### src/rtl/mem_fill_seq.sv
// Memory fill sequencer: writes DEPTH words at ascending addresses with an
// identity, constant, ramp or reverse-identity data pattern.
module mem_fill_seq #(
  parameter int ADDR_W = 8,
  parameter int DATA_W = 8,
  parameter int DEPTH  = 256
) (
  input  logic              clk,
  input  logic              reset,
  input  logic              start,
  input  logic              abort,
  input  logic [1:0]        mode,
  input  logic [DATA_W-1:0] fill_value,
  input  logic [DATA_W-1:0] stride,
  output logic [ADDR_W-1:0] address,
  output logic [DATA_W-1:0] data,
  output logic              wren,
  output logic              busy,
  output logic              done
);

  typedef enum logic [1:0] {S_IDLE, S_RUN, S_DONE} state_e;
  typedef enum logic [1:0] {M_IDENT, M_CONST, M_RAMP, M_REV} mode_e;

  localparam logic [ADDR_W-1:0] LAST_K  = ADDR_W'(DEPTH - 1);
  localparam logic [DATA_W-1:0] REV_TOP = DATA_W'(DEPTH - 1);

  state_e            state_q, state_d;
  logic [ADDR_W-1:0] k_q, k_d;
  mode_e             mode_q, mode_d;
  logic [DATA_W-1:0] fill_q, fill_d;
  logic [DATA_W-1:0] stride_q, stride_d;
  logic [DATA_W-1:0] data_q, data_d;
  logic              wren_q, wren_d;
  logic              busy_q, busy_d;
  logic              done_q, done_d;

  logic accept;
  logic last;

  assign accept = (state_q != S_RUN) && start && !abort;
  assign last   = (k_q == LAST_K);

  // NOTE: every flop is updated with non-blocking assignments so that all
  // registers sample the pre-edge values of each other, independent of order.
  always_ff @(posedge clk or posedge reset) begin
    if (reset) begin
      state_q  <= S_IDLE;
      k_q      <= '0;
      mode_q   <= M_IDENT;
      fill_q   <= '0;
      stride_q <= '0;
      data_q   <= '0;
      wren_q   <= 1'b0;
      busy_q   <= 1'b0;
      done_q   <= 1'b0;
    end else begin
      state_q  <= state_d;
      k_q      <= k_d;
      mode_q   <= mode_d;
      fill_q   <= fill_d;
      stride_q <= stride_d;
      data_q   <= data_d;
      wren_q   <= wren_d;
      busy_q   <= busy_d;
      done_q   <= done_d;
    end
  end

  // NOTE: each combinational output gets a default before any branch, so no
  // path leaves it unassigned and no latch is inferred.
  always_comb begin
    state_d = state_q;
    unique case (state_q)
      S_RUN: begin
        if (abort)     state_d = S_IDLE;
        else if (last) state_d = S_DONE;
      end
      default: begin
        if (abort)      state_d = S_IDLE;
        else if (start) state_d = S_RUN;
      end
    endcase
  end

  // The ramp uses data_q as its accumulator: it always holds pattern(k-1).
  always_comb begin
    mode_d   = mode_q;
    fill_d   = fill_q;
    stride_d = stride_q;
    k_d      = k_q;
    data_d   = data_q;
    wren_d   = 1'b0;
    busy_d   = (state_d == S_RUN);
    done_d   = (state_d == S_DONE);

    if (accept) begin
      mode_d   = mode_e'(mode);
      fill_d   = fill_value;
      stride_d = stride;
      k_d      = '0;
      wren_d   = 1'b1;
      unique case (mode_e'(mode))
        M_IDENT:        data_d = '0;
        M_CONST, M_RAMP: data_d = fill_value;
        default:        data_d = REV_TOP;
      endcase
    end else if ((state_q == S_RUN) && !abort && !last) begin
      k_d    = k_q + ADDR_W'(1);
      wren_d = 1'b1;
      unique case (mode_q)
        M_IDENT: data_d = DATA_W'(k_d);
        M_CONST: data_d = fill_q;
        M_RAMP:  data_d = data_q + stride_q;
        default: data_d = REV_TOP - DATA_W'(k_d);
      endcase
    end
  end

  assign address = k_q;
  assign data    = data_q;
  assign wren    = wren_q;
  assign busy    = busy_q;
  assign done    = done_q;

endmodule

### config.mk
export PLATFORM = sky130hd
export DESIGN_NAME = mem_fill_seq
export DESIGN_NICKNAME = d
export VERILOG_FILES = /design/src/rtl/mem_fill_seq.sv
export SDC_FILE = /design/constraint.sdc
export NUM_CORES = 1
export LEC_CHECK = 0
export CAP_MARGIN = 25
export CORE_ASPECT_RATIO = 1.75
export CORE_MARGIN = 2
export CORE_UTILIZATION = 45
export CTS_BUF_LIST = sky130_fd_sc_hd__clkbuf_4
export CTS_CLUSTER_DIAMETER = 80
export DETAILED_ROUTE_END_ITERATION = 6
export PLACE_DENSITY = 0.7
export SYNTH_ARGS = -nofsm -noshare
export SYNTH_HDL_FRONTEND = slang
export SYNTH_SLANG_ARGS = --single-unit
### constraint.sdc
create_clock -name clk -period 3.45 [get_ports clk]
set_clock_uncertainty 0.15 [all_clocks]
set_input_delay 0.5175 -clock clk [delete_from_list [all_inputs] [get_ports clk]]
set_output_delay 0.5175 -clock clk [all_outputs]
set_load 0.01 [all_outputs]
; ---- Word level (Yosys, flattened, before mapping)
; Cells that the tools add are included.
[totals]
input_bits = 22
word_cells = 44
out_inout_bits = 19
regBits = 39
[op_classes]
reduce_logical = 10
n_eq_ne = 9
addsub = 3
n_mux = 13
[op_table]
columns = cell, count
row1 = $mux 8, 4
row2 = $pmux 8 s3, 1
row3 = $pmux 8 s2, 1
row4 = $mux 2, 5
row5 = $add 8x1->8 const B, 1
row6 = $add 8x8->8, 1
row7 = $eq 2x1->1 const B, 4
row8 = $eq 8x8->1 const B, 1
row9 = $sub 8x8->8 const A, 1
row10 = $eq 2x2->1 const B, 3
row11 = $logic_and 1x1->1, 4
row12 = $logic_not 2->1, 2
row13 = $logic_not 1->1, 2
row14 = $mux 1, 2
row15 = $ne 2x1->1 const B, 1
row16 = $reduce_bool 2->1, 1
row17 = $reduce_or 2->1, 1

; ---- Depth between registers and ports, before layout
[depth]
ltp_word = 5
depth_mapped = 8
depth_no_buf = 7

; ---- Least setup slack after synthesis
; OpenSTA, ideal clock, no wires.
[synth_path]
path_type = flip-flop to flip-flop
startpoint = reg data_q[0] (netlist: data[0])
endpoint = reg data_q[6] (netlist: data[6])
path_buffers = 0
setup_time_ps = 87
period_less_slack_ps = 2302
path_stages_with_launch = 8
arrival_ps = 2065
slack_ps = 1148
t_required_ps = 3213
path_cell_list = dfrtp_1 > ha_1 > fa_1 > a211oi_1 > nor2_1 > o31a_1 > o2111a_1 > a211oi_2
[synth_via]
elab_chain_len = 4
[synth_lines]
columns = element, line
row1 = from (decl), 33  ; logic [DATA_W-1:0] data_q, data_d;
row2 = from (signal assigned), 63  ; data_q <= data_d;
row3 = $add 8x8->8, 114  ; M_RAMP: data_d = data_q + stride_q;
row4 = $pmux 8 s3, 111  ; unique case (mode_q)
row5 = $mux 8, 108  ; end else if ((state_q == S_RUN) && !abort && !last) begin
row6 = $mux 8, 97  ; if (accept) begin
; No other way between the ends. The select of a mux whose other input is x is not followed.
; A chain may end at the register's enable or synchronous reset.

; ---- Final worst setup path
; Same ends and word-level chain as after synthesis.

==> results.md <==
* Combinational fraction of design power at 0.373
* Number of diodes at 0
* Die Y at 101 um
* Core Box Area at 0.00521 mm2
* Worst vdd ir at 0.502 mV
* Root buf cell: clkbuf_4
* Global route overflow at 0
* Min Tclk post-route at 2510 ps
* Min-delay src: stride_q[2]$_DFFE_PP0P_
* Clock sink count at 39
* Effective utilization at floorplan at 0.461
* Pwr Density at 567 mW/mm2
* Final setup fails at 0
* GP Congestion at 0.889
* Rows at 35
* Fin crit share at 0.727
* Area grow syn2layout at 22.3%
* Crit path kind: reg2reg
* Die Span X at 59.2 um
* FF+latch count, synth at 39
* Largest net degree at the start of global routing at 40
* Pins Over Slew Limit at 0
* Number of max-cap violations at 0
* R2R setup slack at 940 ps
* Syn Nets at 309
* Port bufs at 40
* First-pass GRT wire length at 9.80 mm
* Post-DP HPWL at 4.25 mm
* Worst Path Arrival at 2650 ps
* Drt wl/cell at 15.7 um
* Setup crit end kind: register
* CTS tree: yes
* Worst-Skew Late Latency at 360 ps
* Pleak at 0.00132 uW
* Sequential power share at 0.389
* Finished Core Util at 0.564
* Slew at the pin closest to its max-slew limit at 637 ps
* HP Class: reg2reg
* Proportion of power drawn by the clock network at 0.238
* Share of cells above drive strength 1 at 0.0762
* Worst Hold Path Cells at 2
* # DRC at 0
* Postcts setup bufs at 0
* Final hold slack at 336 ps
* Critical R2R Launch: data[0]$_DFFE_PP0P_
* DR pass1 iterations at 4
* Resized Gates After CTS at 0
* GRT Total Usage at 0.214
* IO Pins at 41
* Startpoint type of the worst setup path: register
* CTS Buf Count at 5
* Via count at 2121
* Synth warn at 0
* CTS H-tree lvls at 2
* Initial DRC Count at 82
* Count of cell types in the netlist at 54
* Final hold violation count at 0
* Fmax at 398 MHz
* CP Max Fanout at 3
* Mapped cell area at 0.00240 mm2
* Total Power at 1660 uW
* Final TNS setup at 0 ps
* Die Area at 0.00596 mm2
* Crit path required time at 3590 ps
* Max-Slew Margin vs Limit at 0.576
* Post-synthesis sequential area ratio at 0.406
* Hold EP: stride_q[2]$_DFFE_PP0P_
* Post-synth EDFFs at 0
* P_sw at 584 uW
* Mean Syn Cell Area at 8.67 um2
* Switch share at 0.351
* Vias in the first global route at 2062
* Int Pwr at 1080 uW
* Nets at 346
* Path depth of the worst reg2reg path at 7
* Cts hold-fix bufs at 0
* Max Root-Sink Buffers at 2
* Main flop type after synthesis: dfrtp_1
* ANT nets after route at 0
* Antenna violations before repair at 0
* Worst-path clk slew at 140 ps
* Post-synth ARST share at 1.00
* Vias per std cell at 5.73
* RSZ-0062 raised after global routing: no
* Syn Inst Count at 277
* Outcome: complete, no violations
* Total Routed Length at 5.80 mm
* Worst R2R End: data[6]$_DFFE_PP0P_
-- routing by layer --
layer / wire, um / GRT usage / vias to the layer above
met5: 0 / 0 / -
met4: 102 / 0.0752 / 0
met3: 205 / 0.0347 / 9
met2: 3060 / 0.362 / 54
met1: 2430 / 0.268 / 1002
li1: - / - / 1056
-- Yosys cell counts (all sizes together), types with 3 or more instances --
master / n / area, um2
a211o: 3 / 26.3
a211oi: 12 / 95.1
a21o: 3 / 22.5
a21oi: 17 / 85.1
and2: 3 / 18.8
and3: 3 / 18.8
buf: 8 / 50.1
clkbuf: 7 / 26.3
dfrtp: 39 / 976
ha: 9 / 113
inv: 4 / 15.0
mux2i: 3 / 30.0
nand2: 68 / 255
nand2b: 4 / 25.0
nand3: 6 / 30.0
nand4: 3 / 18.8
nor2: 14 / 60.1
nor2b: 4 / 25.0
nor3: 3 / 15.0
nor3b: 3 / 27.5
o211ai: 3 / 22.5
o21ai: 21 / 109
o221ai: 3 / 26.3
xnor2: 3 / 26.3
xor2: 3 / 26.3
-- worst max-delay path by stage --
stage                        start                  end  depth (start not counted)
5_1_grt        data[0]$_DFFE_PP0P_  data[6]$_DFFE_PP0P_                          7
2_1_floorplan  data[0]$_DFFE_PP0P_  data[6]$_DFFE_PP0P_                          7
3_5_place_dp                 abort  data[6]$_DFFE_PP0P_                          5
3_3_place_gp                 abort  data[6]$_DFFE_PP0P_                          5
4_1_cts        data[0]$_DFFE_PP0P_  data[6]$_DFFE_PP0P_                          7
6_report       data[0]$_DFFE_PP0P_  data[6]$_DFFE_PP0P_                          7
-- layout make-up --
type	instances	area, um2
Sequential cell	39	976
Tap cell	55	68.8
Timing Repair Buffer	45	438
Clock inverter	2	60.1
Clock buffer	6	45.0
Inverter	6	27.5
Fill cell	483	2270
Multi-Input combinational cell	217	1320
-- state kept, by name (all words and copies together) (netlist names) --
| name | cells |
|---|---|
| busy | 1 |
| mode_q | 2 |
| wren | 1 |
| done | 1 |
| state_q | 2 |
| stride_q | 8 |
| data | 8 |
| address | 8 |
| fill_q | 8 |
-- cell usage in the layout, fill, tap and decap left out, types with 3 or more instances in the layout --
master | Yosys | layout
nand2_1 | 68 | 68
clkdlybuf4s50_1 | 0 | 40
dfrtp_1 | 39 | 39
o21ai_0 | 20 | 20
a21oi_1 | 17 | 17
nor2_1 | 13 | 13
a211oi_1 | 11 | 11
ha_1 | 9 | 9
nand3_1 | 6 | 6
clkbuf_4 | 0 | 6
buf_4 | 0 | 5
nor2b_1 | 4 | 4
nand2b_1 | 4 | 4
inv_1 | 4 | 4
and3_1 | 3 | 3
mux2i_1 | 3 | 3
xnor2_1 | 3 | 3
a21o_1 | 3 | 3
nand4_1 | 3 | 3
nor3_1 | 3 | 3
and2_1 | 3 | 3
o211ai_1 | 3 | 3
xor2_1 | 3 | 3
o221ai_1 | 3 | 3
a211o_1 | 3 | 3
-- through the flow --
stage	instance area (um2)	std cells	worst slack, ps
global route	2940	370	838
CTS	2940	370	964
finish	2940	370	940
floorplan	2400	277	1150
global placement	2830	362	846
detailed placement	2830	362	810
-- worst max-delay path: stages (launching register included) --
cell,delay (ps)
dfrtp_1,410
ha_1,230
fa_1,430
a211oi_1,350
nor2_1,110
o31a_1,310
o2111a_1,250
a211oi_2,220
-- power by group through the flow --
| stage | combinational [uW] | clock (uW) | sequential (uW) |
|---|---|---|---|
| 6_report | 621 | 396 | 647 |
| 5_1_grt | 696 | 423 | 663 |
| 4_1_cts | 622 | 406 | 648 |
| 3_5_place_dp | 618 | 0 | 656 |
| 3_3_place_gp | 611 | 0 | 656 |
| 2_1_floorplan | 416 | 0 | 630 |
-- cells by family after synthesis --
logic type	after synthesis	share of synthesized area
and+or+nand+nor	122	0.241
AOI/OAI and AO/OA	76	0.220
DFF	39	0.406
buffers and inverters	21	0.0433
adders and majority gates	10	0.0552
xor gates and xnor gates	6	0.0219
muxes	3	0.0125
Power figures use the tool's default switching activity.
==> RTL change 1, RTL diff (config.mk and constraints unchanged) <==
Take the reset off `data_q` and load it in a clocked block of its own.
--- a/src/rtl/mem_fill_seq.sv
+++ b/src/rtl/mem_fill_seq.sv
@@ -52,3 +52,2 @@
       stride_q <= '0;
-      data_q   <= '0;
       wren_q   <= 1'b0;
@@ -62,3 +61,2 @@
       stride_q <= stride_d;
-      data_q   <= data_d;
       wren_q   <= wren_d;
@@ -67,2 +65,6 @@
     end
+  end
+
+  always_ff @(posedge clk) begin
+    data_q <= data_d;
   end
Formal check against the unedited RTL: not equivalent (a bounded check fails within 4 cycles, from zero or initial values and one cycle with reset high).
==> RTL change 1 against the unedited design <==
  * Sequential cell count stayed put
  * Worst setup slack got worse by 0.0089 ns
  * Power fell by 12%
  * Area after synthesis shrank 5.9%
  * Utilization rose by 0.40 points
  * Non-clock buffer count fell by 2
  * Wire length is 12% lower
  * Design area decreased by 5.5%
  * Sequential power down 2%
  * Critical path type unchanged
==> RTL change 1: results (changes against the unedited design) <==
| Metric | Value |
|---|---|
| Post-synth cell types | 45 (-17%) |
| Synth warnings | 0 (unchanged) |
| RR Startpoint | address[0] |
| Routed length on met3 | 191 um (-6.8%) |
| WL per Instance | 14.8 um (-5.8%) |
| Slew Viols, Final | 0 (unchanged) |
| Met2 routed WL | 2780 um (-9.3%) |
| Setup repair bufs after CTS | 0 (unchanged) |
| Met3 usage | 3.33% (-0.14 points) |
| Pleak | 0.00124 uW (-5.7%) |
| Routability cong. | 0.859 (-3.4%) |
| Hold-critical path endpoint | fill_q[6] |
| Reg2reg end | data[5] |
| Worst Hold Class | flop to flop |
| Share of layout cells above drive strength 1 | 7.22% (-0.40 points) |
| Post-synth ARST share | 79.5% (-21 points) |
| Most frequent cells after synthesis | nand2_1 (62), dfrtp_1 (31), o21ai_0 (24) |
| Commonest non-fill, non-tap cell in the layout | nand2_1 |
| Switching part of the total | 33.1% (-1.9 points) |
| Start point of the worst hold path | fill_q[6] |
| DP Worst Slack | 0.820 ns (+0.00978 ns) |
| Max-slew headroom | 60.2% (+2.6 points) |
| Via count | 1,887 (-11%) |
| Pin count of the biggest net entering global routing | 32 (-20%) |
| Initial antenna violation count | 0 (unchanged) |
| Top cells by area, synth | dfrtp_1 (34%), edfxtp_1 (11%), nand2_1 (10%) |
| Total Routing Usage GR | 19.5% (-1.9 points) |
| Initial DRC Count | 65 (-21%) |
| Final net count | 322 (-6.9%) |
| First-pass GRT wire length | 8650 um (-12%) |
| CP arrival | 2.43 ns (-0.22 ns) |
| EDFF count, synth | 8 (+8) |
| Outcome | finished clean |
| Diode count | 0 (unchanged) |
| CP peak stage delay | 0.49 ns (+0.06 ns) |
| Crit Path Max Fanout | 12 (+9) |
| Clock transition at path regs | 0.11 ns (-0.03 ns) |
| WL met1 | 2040 um (-16%) |
| Clk_lat worst skew | 0.34 ns (-0.02 ns) |
| Sequential area share after synthesis | 45.0% (+4.3 points) |
| FF-to-FF setup slack | 0.93 ns |
| DP Wirelength | 3900 um (-8.3%) |
| Syn nets | 285 (-7.8%) |
| FF-to-FF path depth | 6 (-1) |
| Peak VDD IR | 0.000302 V (-40%) |
| Top_reg_cell synth | dfrtp_1 |
| Top Metal Used | met4 |
| CP max stage cell | dfrtp_1 |
| Final Setup Violations | 0 (unchanged) |
| Deepest clock path buffer count | 2 (unchanged) |
| M1 GR Usage | 23.4% (-3.5 points) |
| M2 GR Usage | 34.6% (-1.6 points) |
| Root Driver | clkbuf_4 |
| Htree depth | 2 (unchanged) |
| Filler cells | 450 (-6.8%) |
-- RTL change 1: how the worst max path moves through the flow --
stage,startpoint,endpoint,slack [ns],cells past startpoint
3_3_place_gp,abort,data[0],0.86,5
5_1_grt,address[0],data[1],0.74,6
2_1_floorplan,data[0],data[6],1.20,8
4_1_cts,address[0],data[5],0.92,6
3_5_place_dp,abort,data[0],0.82,5
6_report,address[0],data[5],0.93,6
-- RTL change 1: cells by family after synthesis --
family | Yosys count | share of synthesized area [%]
flip-flops | 39 | 45.0
AND/OR/NAND/NOR | 94 | 18.3
XOR/XNOR | 12 | 4.65
buffers and inverters | 23 | 4.32
AO/OA/AOI/OAI | 70 | 19.6
adder cells (fa/ha/maj) | 10 | 5.87
multiplexers | 5 | 2.22
-- RTL change 1: worst max-delay path: cells and delay by family, from the launching register on --
family	cells	cell delay, ns
buf+inv	1	0.25
flops	1	0.49
compound gates	1	0.32
fa+ha+maj	1	0.28
simple gates	3	0.74
-- RTL change 1: power groups by stage --
stage	combinational, uW	sequential, uW	clock, uW
CTS	514	634	320
detailed placement	508	645	0
global placement	504	641	0
finish	511	632	314
global route	573	647	336
floorplan	356	624	0
-- RTL change 1: per-stage QoR --
stage          hold slack (ns)  cell area, um^2  util [%]  total power (uW)  cells
3_5_place_dp             0.311             2690      55.1              1150    337
4_1_cts                  0.339             2780      56.8              1470    345
3_3_place_gp             0.303             2690      55.1              1150    337
6_report                 0.337             2780      56.8              1460    345
5_1_grt                  0.374             2780      56.8              1560    345
2_1_floorplan            0.290             2260         -               979    253
-- RTL change 1: final cells by class --
type	instances	area share, %
clock buffers	7	1.89
clock inverters	1	1.08
inverters	10	1.35
multi-input cells	191	41.4
flip-flops and latches	39	36.6
well taps	54	2.43
repair buffers	43	15.2
==> RTL change 2, RTL diff (same flow settings) <==
Made on the original files. `ADDR_W`: 8 -> 6.
--- a/src/rtl/mem_fill_seq.sv
+++ b/src/rtl/mem_fill_seq.sv
@@ -3,3 +3,3 @@
 module mem_fill_seq #(
-  parameter int ADDR_W = 8,
+  parameter int ADDR_W = 6,
   parameter int DATA_W = 8,
Ports: changed (resized address); port bits go from 41 to 39. No check against the original RTL was run, so the function may have changed too.
==> RTL change 2 against the unedited design <==
  * Power fell by 22%
  * Count of clock-buffer cells in the layout did not move
  * Sequential cell count fell by 2
  * Area after synthesis fell by 10%
  * Via count fell by 8.7%
  * Maximum frequency rose by 0.29%
  * Wire length fell by 10%
  * Worst setup slack improved by 0.0072 ns
  * Critical path depth fell by 1
  * Design area fell by 10%
==> RTL change 2: results (changes against the unedited design) <==
| Metric | Value |
|---|---|
| Outcome | finished clean |
| Vias per cell | 5.71 (-0.38%) |
| Total CTS buffers | 5 (unchanged) |
| Final Hold Fails | 0 (unchanged) |
| Clk_lat worst skew | 0.35 ns |
| Routed length on met3 | 168 um (-18%) |
| Initial DRC Count | 43 (-48%) |
| Met2 routed WL | 2720 um (-11%) |
| RR Startpoint | address[0] |
| Syn nets | 282 (-8.7%) |
| Clock transition at path regs | 0.12 ns (-0.02 ns) |
| Routability cong. | 0.843 (-5.2%) |
| WL met1 | 2210 um (-8.8%) |
| Post-synth ARST share | 100% (unchanged) |
| Post-synth cell types | 41 (-24%) |
| Switching part of the total | 36.6% (+1.5 points) |
| DP Wirelength | 3850 um (-9.4%) |
| First-pass GRT wire length | 8800 um (-10%) |
| Worst-Margin Slew | 0.995 ns (+0.359 ns) |
| Htree depth | 2 (unchanged) |
| Worst Hold Class | input port to asynchronous set/reset pin |
| Initial antenna violation count | 0 (unchanged) |
| Total Routing Usage GR | 21.2% (-0.17 points) |
| Top cells by area, synth | dfrtp_1 (43%), nand2_1 (9.9%), a211oi_1 (5.6%) |
| WL per Instance | 15.4 um (-2.0%) |
| Pleak | 0.00120 uW (-9.1%) |
| Pin count of the biggest net entering global routing | 26 (-35%) |
| Share of layout cells above drive strength 1 | 4.88% (-2.7 points) |
| Synth warnings | 0 (unchanged) |
| Crit Path Max Fanout | 13 (+10) |
| Most frequent cells after synthesis | nand2_1 (57), dfrtp_1 (37), o21ai_0 (22) |
| Peak VDD IR | 0.000280 V (-44%) |
| Filler cells | 434 (-10%) |
| Startpoint Class | flop |
| Vias in the first global route | 1,833 (-11%) |
| DRT Pass-1 Iters | 4 (unchanged) |
| Top Metal Used | met4 |
| Root Driver | clkbuf_4 |
| CP arrival | 2.58 ns (-0.07 ns) |
| Diode count | 0 (unchanged) |
| Deepest clock path buffer count | 2 (unchanged) |
| Final net count | 318 (-8.1%) |
| IO buf count | 38 (-5.0%) |
| Top_reg_cell synth | dfrtp_1 |
| Sequential area share after synthesis | 43.0% (+2.4 points) |
-- RTL change 2: cell types whose count changed after synthesis, moves of 3 or more --
cell,change
a31oi_1,+3
nand2_1,-11
and2_1,-3
nand3_1,-4
a211oi_1,+5
inv_1,+5
o221ai_1,-3
clkbuf_1,+3
-- RTL change 2: metrics by stage --
stage	hold WS (ns)	std cells	cell area, um^2	setup slack (ns)
3_3_place_gp	0.310	331	2580	0.813
4_1_cts	0.327	339	2630	0.943
5_1_grt	0.368	339	2630	0.695
2_1_floorplan	0.290	250	2150	1.24
3_5_place_dp	0.314	331	2580	0.778
6_report	0.306	339	2630	0.948
-- RTL change 2: layer usage --
metal | up-vias | GRT usage, %
met4 | 0 | 10.1
met3 | 10 | 3.53
met5 | - | 0
met1 | 913 | 25.9
li1 | 966 | -
met2 | 47 | 36.2
-- RTL change 2: final timing paths --
kind / slack (ns) / depth (start not counted) / endpoint
worst max-delay path: 0.95 / 6 / data[0]
worst min-delay path: 0.31 / 2 / state_q[0]
worst max register to register: 0.95 / 6 / data[0]
worst min register to register: 0.34 / 2 / fill_q[7]
max in group asynchronous: 2.13 / 3 / fill_q[7]
min in group clk: 0.34 / 2 / fill_q[7]
-- RTL change 2: cell type report --
cell class              count  area share (%)
flip-flops and latches     37            35.2
multi-input cells         192            43.7
inverters                   9            1.28
repair buffers             41            15.3
clock buffers               6            1.71
clock inverters             2           0.380
well taps                  52            2.47
-- RTL change 2: worst max-delay path: stages (launching register included) --
cell and delay (ns):
dfrtp_1 0.51, ha_1 0.31, nand3_1 0.18, o21ai_1 0.82, a211oi_1 0.09, a211oi_1 0.24
a21oi_1 0.08
-- RTL change 2: power by group through the flow --
stage / combinational [uW] / clock, uW / sequential (uW)
2_1_floorplan: 319 / 0 / 570
3_3_place_gp: 481 / 0 / 584
3_5_place_dp: 487 / 0 / 584
4_1_cts: 490 / 244 / 575
5_1_grt: 550 / 264 / 586
6_report: 487 / 238 / 575
-- RTL change 2: cells by family (layout without fill, tap and decap cells) --
| family | Yosys count | count (layout) | synth area share [%] |
|---|---|---|---|
| buffers and inverters | 21 | 58 | 3.78 |
| xor gates and xnor gates | 5 | 5 | 2.04 |
| AOI/OAI and AO/OA | 78 | 78 | 23.8 |
| and+or+nand+nor | 96 | 96 | 19.8 |
| muxes | 3 | 3 | 1.40 |
| adders and majority gates | 10 | 10 | 6.16 |
| DFF | 37 | 37 | 43.0 |
